`config.mk`:
```
export PLATFORM = sky130hd
export DESIGN_NAME = univ_shift_reg
export DESIGN_NICKNAME = d
export VERILOG_FILES = /design/src/rtl/univ_shift_reg_pkg.sv /design/src/rtl/shift_counter.sv /design/src/rtl/univ_shift_reg.sv
export SDC_FILE = /design/constraint.sdc
export NUM_CORES = 1
export LEC_CHECK = 0
export ABC_AREA = 1
export BUFFER_PORTS_ARGS = -buffer_cell sky130_fd_sc_hd__buf_4
export CAP_MARGIN = 30
export CELL_PAD_IN_SITES_DETAIL_PLACEMENT = 1
export CELL_PAD_IN_SITES_GLOBAL_PLACEMENT = 2
export CORE_UTILIZATION = 27
export DETAILED_ROUTE_END_ITERATION = 12
export PLACE_DENSITY = 0.81
export SYNTH_ARGS = -nofsm -noshare
export SYNTH_HDL_FRONTEND = slang
export SYNTH_SLANG_ARGS = --single-unit
```
`constraint.sdc`:
```
create_clock -name clk -period 2.25 [get_ports clk]
set_input_delay 0.45 -clock clk [delete_from_list [all_inputs] [get_ports clk]]
set_output_delay 0.45 -clock clk [all_outputs]
set_load 0.03 [all_outputs]
```
`src/rtl/univ_shift_reg_pkg.sv`:
```
// Shared types and helpers for the universal shift register and its counter.
package univ_shift_reg_pkg;

    // Operation select for univ_shift_reg; every 3-bit code is a defined mode.
    typedef enum logic [2:0] {
        MODE_HOLD   = 3'b000,
        MODE_LOAD   = 3'b001,
        MODE_SHL    = 3'b010,
        MODE_SHR    = 3'b011,
        MODE_ROL    = 3'b100,
        MODE_ROR    = 3'b101,
        MODE_CLR    = 3'b110,
        MODE_SETALL = 3'b111
    } shr_mode_e;

    // Bits needed to count from 0 up to and including width.
    function automatic int cnt_w(input int width);
        return $clog2(width + 1);
    endfunction

endpackage

```
`src/rtl/shift_counter.sv`:
```
// Saturating shift counter with a registered one-cycle done pulse on the
// edge where the count first reaches the saturation value.
module shift_counter #(
    parameter int CW = 4
) (
    input  logic          clk,
    input  logic          rst,
    input  logic          clear,
    input  logic          inc,
    input  logic [CW-1:0] sat,
    output logic [CW-1:0] cnt,
    output logic          done
);

    logic [CW-1:0] cnt_d, cnt_q;
    logic          done_d, done_q;

    // Next count: clear wins, otherwise count up until the saturation value.
    always_comb begin
        cnt_d  = cnt_q;
        done_d = 1'b0;
        if (clear) begin
            cnt_d = '0;
        end else if (inc && (cnt_q < sat)) begin
            cnt_d  = cnt_q + CW'(1);
            done_d = (cnt_d == sat);
        end
    end

    // Count and pulse registers; reset aborts any sequence without a pulse.
    always_ff @(posedge clk) begin
        if (rst) begin
            cnt_q  <= '0;
            done_q <= 1'b0;
        end else begin
            cnt_q  <= cnt_d;
            done_q <= done_d;
        end
    end

    assign cnt  = cnt_q;
    assign done = done_q;

endmodule

```
`src/rtl/univ_shift_reg.sv`:
```
// WIDTH-bit universal register: hold, load, shift/rotate both ways, clear and
// set-all, with a shift counter that pulses done after WIDTH shifts.
module univ_shift_reg
    import univ_shift_reg_pkg::*;
#(
    parameter int               WIDTH     = 8,
    parameter logic [WIDTH-1:0] RESET_VAL = {WIDTH{1'b0}}
) (
    input  logic                     clk,
    input  logic                     rst,
    input  logic                     set,
    input  logic                     en,
    input  logic [2:0]               mode,
    input  logic [WIDTH-1:0]         d,
    input  logic                     sin_l,
    input  logic                     sin_r,
    output logic [WIDTH-1:0]         q,
    output logic                     sout_l,
    output logic                     sout_r,
    output logic [cnt_w(WIDTH)-1:0]  shift_cnt,
    output logic                     done
);

    localparam int CW = cnt_w(WIDTH);

    logic [WIDTH-1:0] q_d, q_q;
    logic             cnt_clear;
    logic             cnt_inc;
    shr_mode_e        mode_e;

    assign mode_e = shr_mode_e'(mode);

    // Next register value and counter control; concatenate-then-truncate
    // forms keep shifts/rotates legal for WIDTH=1 as well.
    always_comb begin
        q_d       = q_q;
        cnt_clear = 1'b0;
        cnt_inc   = 1'b0;
        if (set) begin
            q_d       = '1;
            cnt_clear = 1'b1;
        end else if (en) begin
            case (mode_e)
                MODE_HOLD: q_d = q_q;
                MODE_LOAD: begin
                    q_d       = d;
                    cnt_clear = 1'b1;
                end
                MODE_SHL: begin
                    q_d     = WIDTH'({q_q, sin_l});
                    cnt_inc = 1'b1;
                end
                MODE_SHR: begin
                    q_d     = WIDTH'({sin_r, q_q} >> 1);
                    cnt_inc = 1'b1;
                end
                MODE_ROL: begin
                    q_d     = WIDTH'({q_q, q_q[WIDTH-1]});
                    cnt_inc = 1'b1;
                end
                MODE_ROR: begin
                    q_d     = WIDTH'({q_q[0], q_q} >> 1);
                    cnt_inc = 1'b1;
                end
                MODE_CLR: begin
                    q_d       = '0;
                    cnt_clear = 1'b1;
                end
                MODE_SETALL: begin
                    q_d       = '1;
                    cnt_clear = 1'b1;
                end
                default: q_d = q_q;
            endcase
        end
    end

    // Register contents; reset has top priority.
    always_ff @(posedge clk) begin
        if (rst) begin
            q_q <= RESET_VAL;
        end else begin
            q_q <= q_d;
        end
    end

    // An unknown mode while enabled is a stimulus bug; the datapath holds.
    always_ff @(posedge clk) begin
        if (!rst && !set && en) begin
            assert (!$isunknown(mode));
        end
    end

    shift_counter #(
        .CW (CW)
    ) u_shift_counter (
        .clk   (clk),
        .rst   (rst),
        .clear (cnt_clear),
        .inc   (cnt_inc),
        .sat   (CW'(WIDTH)),
        .cnt   (shift_cnt),
        .done  (done)
    );

    assign q      = q_q;
    assign sout_l = q_q[WIDTH-1];
    assign sout_r = q_q[0];

endmodule

```
==> results.tsv, run 1 <==
metric	value	unit
io_pins	32	
synth_area	896	µm²
crit_type	flip-flop to output port	
hold_path_class	primary input to flip-flop	
cp_max_fo	5	
wl_per_cell	12.8	µm
max_freq	738	MHz
gp_congestion	0.816	
ant_nets	0	
netlist_top_cells_area	dfxtp_1 (29%), nand2_1 (12%), a21oi_1 (10%)	
cts_resized	0	
critPathCaptureType	output port	
final_cells	198	
synth-compound-area-share	16.8	%
finClkSkew	0.00510	ns
tns	0	ns
synthArstFlopShare	0	%
clockBufferDepth	2	
hold_violations	0	
drc	0	
synth_top_family_by_area	simple AND/OR/NAND/NOR gates	
start_util	28.9	%
synth.net_count	145	
vdd_drop_max	284	µV
p_leak	0.557	nW
die_w	59.6	µm
clkSlewWorstSetupHoldPaths	0.08	ns
finalSetupViolCount	0	
synth_edf_count	0	
synthAdderAreaFrac	4.19	%
drt_iter0_drc	31	
drv_cap	0	
synth.mux.area_fraction	0	%
yosysWarnings	0	
cts_tree	yes	
area_growth	28.8	%
outcome	completed	
syn_area_per_cell	7.17	µm²
cp_cell_sequence	buf_4	
vias	949	
p_total	0.000587	W
synthFlopType	dfxtp_1	
synth-xor-area-share	0.978	%
max_stage_delay	0.42	ns
cts_sinks	13	
antenna_cells	0	
dpl.cell_count	194	
cp.required	1.80	ns
power_density	509	nW/µm²
cts_root_buf	clkbuf_4	
die_h	59.6	µm
worstMarginPinSlew	0.363	ns
yosysTopAreaCell	dfxtp_1	
yosysSeqAreaShare	29.1	%
grt_overflow_total	0	
post_cts_buffers	0	
place_area	1130	µm²
slew_violations	0	
placement.io_buffers	31	
timing.slew.headroom	75.8	%
multi_input_area	544	µm²
drive_above_1_share	31.8	%
final_nets	175	
period_minus_slack	1.36	ns
final_cell_area	1150	µm²
timing.final.crit_share	60.2	%
post-route-util	37.2	%
drt_wl_total	2.53	mm
avgViaCountPerCell	4.79	
gr-usage-all-layers	16.1	%
rows	20	
hpwl	1.90	mm
cp.arrival	0.91	ns
synth.most_common_cell	nand2_1	
worstSetupStartpointType	flip-flop	
yosys.area_share.simple	38.8	%
cpLargestDelayFamily	flip-flops	
core_area	3100	µm²
first_global_vias	922	
cts_made_buffers	3	
path_buf_inv	1	
regArea	260	µm²
ys_top_cells_by_count	nand2_1 (28), a21oi_1 (18), dfxtp_1 (13)	
synth_top_area_share	29.1	%
fillCellCount	427	
antenna_found_initial	0	
grt_max_degree	11	
grt_pass1_wl	4.24	mm
grt_setup_unrepaired	false	
synth_cell_type_count	23	
insertion_delay	0.29	ns
cpMaxStageDelayCell	dfxtp_1	
htreeDepth	1	
syn_inst	125	
synth-seq-cells	13	
postCtsHoldBufs	0	
drt-pass1-iter-count	4	
dieArea	3550	µm²
[worst register-to-register path: stages (launching register included)]
cell and delay [ns]:
dfxtp_1 0.35, nor2_1 0.12, nand3_1 0.16, inv_1 0.14, nand3_1 0.10, nor3_1 0.18
[report_power, final]
group	internal, W	leakage (nW)	total [W]	switching [W]
sequential	0.000244	0.107	0.000260	0.0000165
combinational	0.0000675	0.434	0.000175	0.000107
clock	0.0000690	0.0150	0.000152	0.0000828
[registers in the layout (all words and copies together), names as in the netlist]
signal,count
u_shift_counter.done,1
u_shift_counter.cnt,4
q,8
[cells in the final DEF (no fill, tap or decap), types with 2 or more instances in the layout]
cell type,synthesis,final
a21oi_1,18,18
buf_4,3,31
clkbuf_4,0,3
dfxtp_1,13,13
ha_1,3,3
inv_1,5,5
inv_2,2,2
nand2_1,28,28
nand2_2,3,3
nand2_4,2,2
nand3_1,12,12
nand3_2,6,6
nand4_1,3,3
nor2_1,7,7
nor3_1,2,2
o21ai_0,8,8
[kinds of logic (layout without fill, tap and decap cells)]
kind of cell,count (synthesis),count (layout)
AOI/OAI and AO/OA,29,29
adders and majority gates,3,3
buffers and inverters,14,43
and+or+nand+nor,65,65
DFF,13,13
xor gates and xnor gates,1,1
[per-layer routing]
metal  vias to the layer above  part of all wire [%]  track usage [%]  wire, µm
li1                        479                     -                -         -
met1                       443                    44             19.6      1120
met2                        23                    50             27.1      1260
met3                         4                   5.2             4.59       132
met4                         0                  0.87             5.65        22
met5                         -                     0                0         0
[per-stage QoR]
| step | worst slack, ns | hold slack [ns] |
|---|---|---|
| 2_1_floorplan | 0.796 | 0.613 |
| 3_3_place_gp | 0.616 | 0.493 |
| 3_5_place_dp | 0.595 | 0.511 |
| 4_1_cts | 0.878 | 0.431 |
| 5_1_grt | 0.779 | 0.447 |
| 6_report | 0.895 | 0.444 |
[layout make-up]
cell class | count | area share (%)
flip-flops and latches | 13 | 22.6
repair buffers | 31 | 20.2
inverters | 8 | 3.04
well taps | 44 | 4.77
clock buffers | 4 | 2.28
multi-input cells | 98 | 47.2
[worst paths after layout]
path | slack [ns] | to | depth (start not counted) | from
worst min-delay path | 0.44 | q[6] | 3 | d[6]
worst max-delay path | 0.89 | sout_l | 1 | q[7]
worst max register to register | 1.14 | u_shift_counter.done | 5 | u_shift_counter.cnt[3]
worst min register to register | 0.52 | u_shift_counter.cnt[1] | 2 | u_shift_counter.cnt[1]
(Power assumes the default switching activity.)
==> inputs of run 2 (changes only) <==
--- a/config.mk
+++ b/config.mk
@@ -10,9 +10,9 @@
 export CAP_MARGIN = 30
 export CELL_PAD_IN_SITES_DETAIL_PLACEMENT = 1
 export CELL_PAD_IN_SITES_GLOBAL_PLACEMENT = 2
-export CORE_UTILIZATION = 27
+export CORE_UTILIZATION = 23
 export DETAILED_ROUTE_END_ITERATION = 12
-export PLACE_DENSITY = 0.81
+export PLACE_DENSITY = 0.74
 export SYNTH_ARGS = -nofsm -noshare
 export SYNTH_HDL_FRONTEND = slang
 export SYNTH_SLANG_ARGS = --single-unit
==> constraint.sdc (replaced) <==
create_clock -name clk -period 1.2 [get_ports clk]
set_input_delay 0.24 -clock clk [delete_from_list [all_inputs] [get_ports clk]]
set_output_delay 0.24 -clock clk [all_outputs]
set_load 0.03 [all_outputs]
==> run 2 against run 1 <==
Sequential share of layout area decreased by 1.5 points. Register-to-register slack got worse by 1.0 ns. Cell area increased by 7.0%. Clock skew decreased by 0.0035 ns. Flip-flop and latch count unchanged. Routed wire length increased by 1.5%. Non-clock buffer count increased by 7. Hold slack got worse by 0.16 ns. Clock power increased to 2.6 times the previous value. Critical path type unchanged. Critical endpoint is now q[1]. Largest power group unchanged.
==> results.tsv, run 2 (same netlist as run 1, synthesis figures left out) <==
metric	value	unit	change
outcome	completed		
grt_pass1_wl	4.39	mm	+3.4%
post_cts_buffers	0		unchanged
cpLargestDelayFamily	flip-flops		
grt.met2_usage	24.9	%	-2.3 points
layout_common_cells	buf_4 (38), nand2_1 (28), a21oi_1 (18)		
slew_violations	0		unchanged
fillCellCount	482		+13%
first_global_vias	957		+3.8%
dpl.cell_count	205		+5.7%
grt_overflow_total	0		unchanged
largest_reg_flops	8		unchanged
post-route-util	33.5	%	-3.7 points
cts_root_buf	clkbuf_8		
drt_wl_total	2.57	mm	+1.5%
drv_cap	0		unchanged
drt_iter0_drc	7		-77%
hold_path_class	primary input to flip-flop		
core_area	3690	µm²	+19%
met3_usage	4.05	%	-0.54 points
r2r_slack	0.14	ns	-1.00 ns
worstSetupStartpointType	flip-flop		
timing.rr.end	u_shift_counter.done		
final_cells	209		+5.6%
timing.final.crit_share	91.3	%	
cpMaxStageDelayCell	dfxtp_1		
antenna_cells	0		unchanged
worst_hold_path.endpoint	q[4]		
die_h	64.4	µm	+8.1%
area_growth	37.8	%	
insertion_delay	0.24	ns	-0.05 ns
final_common_cell	buf_4		
cts_tree	yes		
max_freq	913	MHz	
die_w	64.4	µm	+8.1%
reg2reg_from	u_shift_counter.cnt[3]		
hpwl	2.04	mm	+7.8%
wl_per_cell	12.3	µm	-3.8%
antenna_found_initial	0		unchanged
postCtsHoldBufs	0		unchanged
max_stage_delay	0.41	ns	about the same
path_buf_inv	1		unchanged
avgViaCountPerCell	4.59		-4.3%
drc	0		unchanged
power_density	995	nW/µm²	+96%
dieArea	4150	µm²	+17%
vdd_drop_max	370	µV	+30%
vias	959		+1.1%
gr-usage-all-layers	13.5	%	-2.6 points
tns	0	ns	unchanged
ant_nets	0		unchanged
finalSetupViolCount	0		unchanged
grt.busiest_layer	met2		
cp.arrival	0.86	ns	-0.05 ns
placement.io_buffers	31		unchanged
met1_usage	15.6	%	-4.0 points
clkSlewWorstSetupHoldPaths	0.06	ns	-0.02 ns
crit_type	flip-flop to output port		
hold_violations	0		unchanged
grt_setup_unrepaired	false		
drive_above_1_share	36.0	%	+4.2 points
start_util	24.3	%	-4.6 points
io_pins	32		unchanged
cts_resized	0		unchanged
cp_max_fo	5		unchanged
rows	22		+10%
hold_depth	3		unchanged
period_minus_slack	1.10	ns	
clockBufferDepth	2		unchanged
grt_max_degree	10		-1
worstMarginPinSlew	0.272	ns	-0.0903 ns
final_nets	182		+4.0%
hold_start	d[4]		
cp_cell_sequence	buf_4		
finClkSkew	0.00159	ns	-0.00351 ns
timing.slew.headroom	81.8	%	+6.0 points
cp.required	0.96	ns	-0.84 ns
p_leak	0.598	nW	+7.4%
drt-pass1-iter-count	4		unchanged
r2r_cells	5		unchanged
cts_made_buffers	3		unchanged
cts_sinks	13		unchanged
critPathCaptureType	output port		
htreeDepth	1		unchanged
gp_congestion	0.774		-5.1%
run 2: area by class of cell:
type | count | area (µm²) | share of cell area (%)
timing repair buffer | 38 | 285 | 23.1
multi-input combinational | 98 | 549 | 44.5
tap | 48 | 60.1 | 4.86
clock buffer | 4 | 45.0 | 3.65
inverter | 8 | 35.0 | 2.84
sequential | 13 | 260 | 21.1
run 2: worst max-delay path by stage:
stage,startpoint,end,slack [ns],cells past startpoint
final,q[1],q[1],0.10,1
after global placement,mode[1],u_shift_counter.cnt[0],-0.03,6
after CTS,q[0],sout_r,0.08,1
after floorplan,mode[2],u_shift_counter.cnt[0],0.01,6
after global routing,q[0],sout_r,0.03,1
after detailed placement,mode[1],u_shift_counter.done,-0.11,7
run 2: metrics by stage:
step,hold slack [ns],power (W),setup WS [ns],cell area [µm²]
finish,0.282,0.00123,0.105,1230
global route,0.291,0.00132,0.0335,1230
CTS,0.274,0.00126,0.0819,1230
detailed placement,0.497,0.000849,-0.115,1190
global placement,0.507,0.000843,-0.0334,1190
floorplan,0.434,0.000717,0.0106,905
run 2: routing by layer:
metal / vias to the layer above / wire length, µm
li1: 491 / -
met1: 438 / 1110
met2: 28 / 1280
met3: 2 / 166
met4: 0 / 7
met5: - / 0
run 2: report_power, final:
group	internal (W)	switching, W	total, W
Clock	0.000235	0.000160	0.000394
Sequential	0.000458	0.0000311	0.000489
Combinational	0.000142	0.000203	0.000345
run 2: tightest hold or removal path, stage by stage:
cell and delay, ns:
buf_4 0.07, a21oi_1 0.05, a21oi_1 0.12
==> inputs of run 3 (changes only) <==
--- a/config.mk
+++ b/config.mk
@@ -12,7 +12,8 @@
 export CELL_PAD_IN_SITES_GLOBAL_PLACEMENT = 2
 export CORE_UTILIZATION = 23
 export DETAILED_ROUTE_END_ITERATION = 12
-export PLACE_DENSITY = 0.74
+export PLACE_DENSITY = 0.75
 export SYNTH_ARGS = -nofsm -noshare
 export SYNTH_HDL_FRONTEND = slang
+export SYNTH_HIERARCHICAL = 1
 export SYNTH_SLANG_ARGS = --single-unit
==> run 3 against run 2 <==
The run now ends with design-rule violations left. Synthesized cell count up 49%. Clock skew up 0.0015 ns. Sequential share of layout area down 4.5 points. Count of clock-buffer cells in the layout unchanged. Routed wire length up 33%. Non-clock buffer count up 10. Clock power up 6.3%. Cell area up 33%. Combinational power up 31%. Register-to-register slack worse by 0.12 ns. Worst setup slack worse by 0.081 ns. Sequential power about the same.
==> results.tsv, run 3 <==
metric	value	unit	change
yosysSeqAreaShare	24.0	%	-5.1 points
rows	24		+9.1%
drt-pass1-iter-count	8		+4
die_h	70.7	µm	+9.8%
internal_power	0.000880	W	+5.5%
crit_path_end	u_shift_counter/done		
largest_reg_flops	8		unchanged
synthArstFlopShare	0	%	unchanged
drv_cap	0		unchanged
tns	0	ns	unchanged
synth_area	1090	µm²	+21%
cts_tree	yes		
start_util	24.4	%	+0.15 points
share_seq_of_total_power	36.1	%	-3.7 points
clockBufferDepth	2		unchanged
gr-usage-all-layers	14.8	%	+1.3 points
drt_wl_total	3.42	mm	+33%
vias	1249		+30%
first_global_vias	1181		+23%
crit_type	flip-flop to flip-flop		
antenna_found_initial	0		unchanged
finClkSkew	0.00313	ns	+0.00154 ns
clockPowerShare	30.7	%	-1.4 points
grt_setup_unrepaired	true		
gp_congestion	0.717		-7.4%
hpwl	2.69	mm	+32%
swShare	35.4	%	+3.3 points
post-route-util	37.0	%	+3.5 points
drc	2		+2
insertion_delay	0.25	ns	about the same
setup.worst_path.start	u_shift_counter/cnt[1]		
syn_area_per_cell	5.84	µm²	-19%
timing.hold.ws	0.274	ns	-0.00878 ns
power_density	830	nW/µm²	-17%
timing.rr.end	u_shift_counter/done		
reg2reg_from	u_shift_counter/cnt[1]		
syn_inst	186		+49%
cp.required	1.39	ns	+0.43 ns
drive_above_1_share	30.7	%	-5.4 points
cts_sinks	13		unchanged
final_common_cell	nand2_1		
yosysTopAreaCell	nand2_1		
netlist_top_cells_area	nand2_1 (24%), dfxtp_1 (24%), inv_1 (9.7%)		
critPathCaptureType	flip-flop		
htreeDepth	1		unchanged
die_w	70.7	µm	+9.8%
finalSetupViolCount	0		unchanged
synth-seq-cells	13		unchanged
vdd_drop_max	380	µV	+2.8%
final_nets	263		+45%
cts_root_buf	clkbuf_8		
grt_max_degree	9		-1
io_pins	32		unchanged
synthFlopType	dfxtp_1		
period_minus_slack	1.18	ns	+0.0814 ns
synth_top_area_share	24.2	%	-4.9 points
layout_common_cells	nand2_1 (68), buf_4 (48), inv_1 (27)		
p_leak	0.879	nW	+47%
violations	design-rule violations		
postCtsHoldBufs	0		unchanged
dieArea	5000	µm²	+21%
cp_max_fo	4		-1
antenna_cells	0		unchanged
grt_pass1_wl	5.82	mm	+33%
core_area	4440	µm²	+20%
max_freq	850	MHz	-6.9%
slew_violations	0		unchanged
grt_overflow_total	0		unchanged
placement.io_buffers	31		unchanged
r2r_slack	0.02	ns	-0.12 ns
place_area	1580	µm²	+32%
ant_nets	0		unchanged
worstSetupStartpointType	flip-flop		
wl_per_cell	11.8	µm	-4.1%
cts_made_buffers	3		unchanged
p_comb_share	33.2	%	+5.1 points
ys_top_cells_by_count	nand2_1 (70), inv_1 (28), a21oi_1 (16)		
hold_path_class	primary input to flip-flop		
p_sw	0.000482	W	+22%
cp.arrival	1.37	ns	+0.51 ns
synth.most_common_cell	nand2_1		
yosysWarnings	6		+6
hold_violations	0		unchanged
area_growth	51.3	%	
final_cell_area	1640	µm²	+33%
outcome	finished with violations		
r2r_cells	6		+1
avgViaCountPerCell	4.31		-6.1%
clkSlewWorstSetupHoldPaths	0.06	ns	about the same
post_cts_buffers	0		unchanged
synth_edf_count	0		unchanged
timing.final.crit_share	98.1	%	+6.8 points
synth_cell_type_count	22		-4.3%
drt_iter0_drc	24		+17
[run 3: cell count changes after synthesis, moves of 3 or more]
cell | previous run | this run
inv_1 | 5 | 28
o21ai_0 | 8 | 1
nand2_1 | 28 | 70
nand3_1 | 12 | 15
buf_6 | 3 | 0
nor2_1 | 7 | 12
nand3_2 | 6 | 2
nor2_2 | 0 | 3
nand2_2 | 3 | 0
ha_1 | 3 | 7
[run 3: worst min path at each step]
| stage | cells after the start | startpoint | to |
|---|---|---|---|
| 2_1_floorplan | 2 | d[6] | q[6] |
| 3_3_place_gp | 3 | d[4] | q[4] |
| 3_5_place_dp | 3 | d[4] | q[4] |
| 4_1_cts | 3 | d[4] | q[4] |
| 5_1_grt | 3 | d[5] | q[5] |
| 6_report | 3 | d[3] | q[3] |
[run 3: critical path: stages, from the launching register on]
cell     delay, ns
dfxtp_4       0.37
ha_1          0.31
xnor2_1       0.16
nand2_1       0.07
nor2_1        0.08
nand2_1       0.07
nor2_2        0.07
[run 3: cell type report]
class / instances / area [µm²]
sequential: 13 / 273
fill: 582 / 2800
clock buffer: 4 / 45.0
inverter: 30 / 125
timing repair buffer: 48 / 360
tap: 52 / 65.1
multi-input combinational: 143 / 774
[run 3: power groups by stage]
stage | Sequential, W | Clock, W | Combinational (W)
floorplan | 0.000547 | 0 | 0.000222
global placement | 0.000503 | 0 | 0.000443
detailed placement | 0.000502 | 0 | 0.000446
CTS | 0.000492 | 0.000435 | 0.000453
global route | 0.000496 | 0.000462 | 0.000505
finish | 0.000491 | 0.000419 | 0.000453
[run 3: per-layer routing]
metal / vias up / GRT usage, % / wire (µm)
met5: - / 0 / 0
met4: 0 / 6.00 / 49
met3: 4 / 1.42 / 147
met2: 26 / 19.7 / 1340
met1: 548 / 23.8 / 1880
li1: 671 / - / -
[run 3: stage by stage]
step	total power [W]	instances	setup WS, ns
detailed placement	0.000948	286	-0.195
global route	0.00146	290	-0.0867
floorplan	0.000769	191	-0.00482
finish	0.00136	290	0.0233
global placement	0.000946	286	-0.172
CTS	0.00138	290	0.0115
[run 3: cells by family after synthesis]
group           share of synthesized area, %
simple gates                            42.3
buf+inv                                 13.4
compound gates                          10.8
flops                                   24.0
fa+ha+maj                               8.06
other cells                            0.692
xor+xnor                               0.807
[run 3: what timing repair did]
action | CTS | global route
setup endpoints to repair | 5 | 5
resized for setup | 3 | 3
pin swaps | 1 | 0
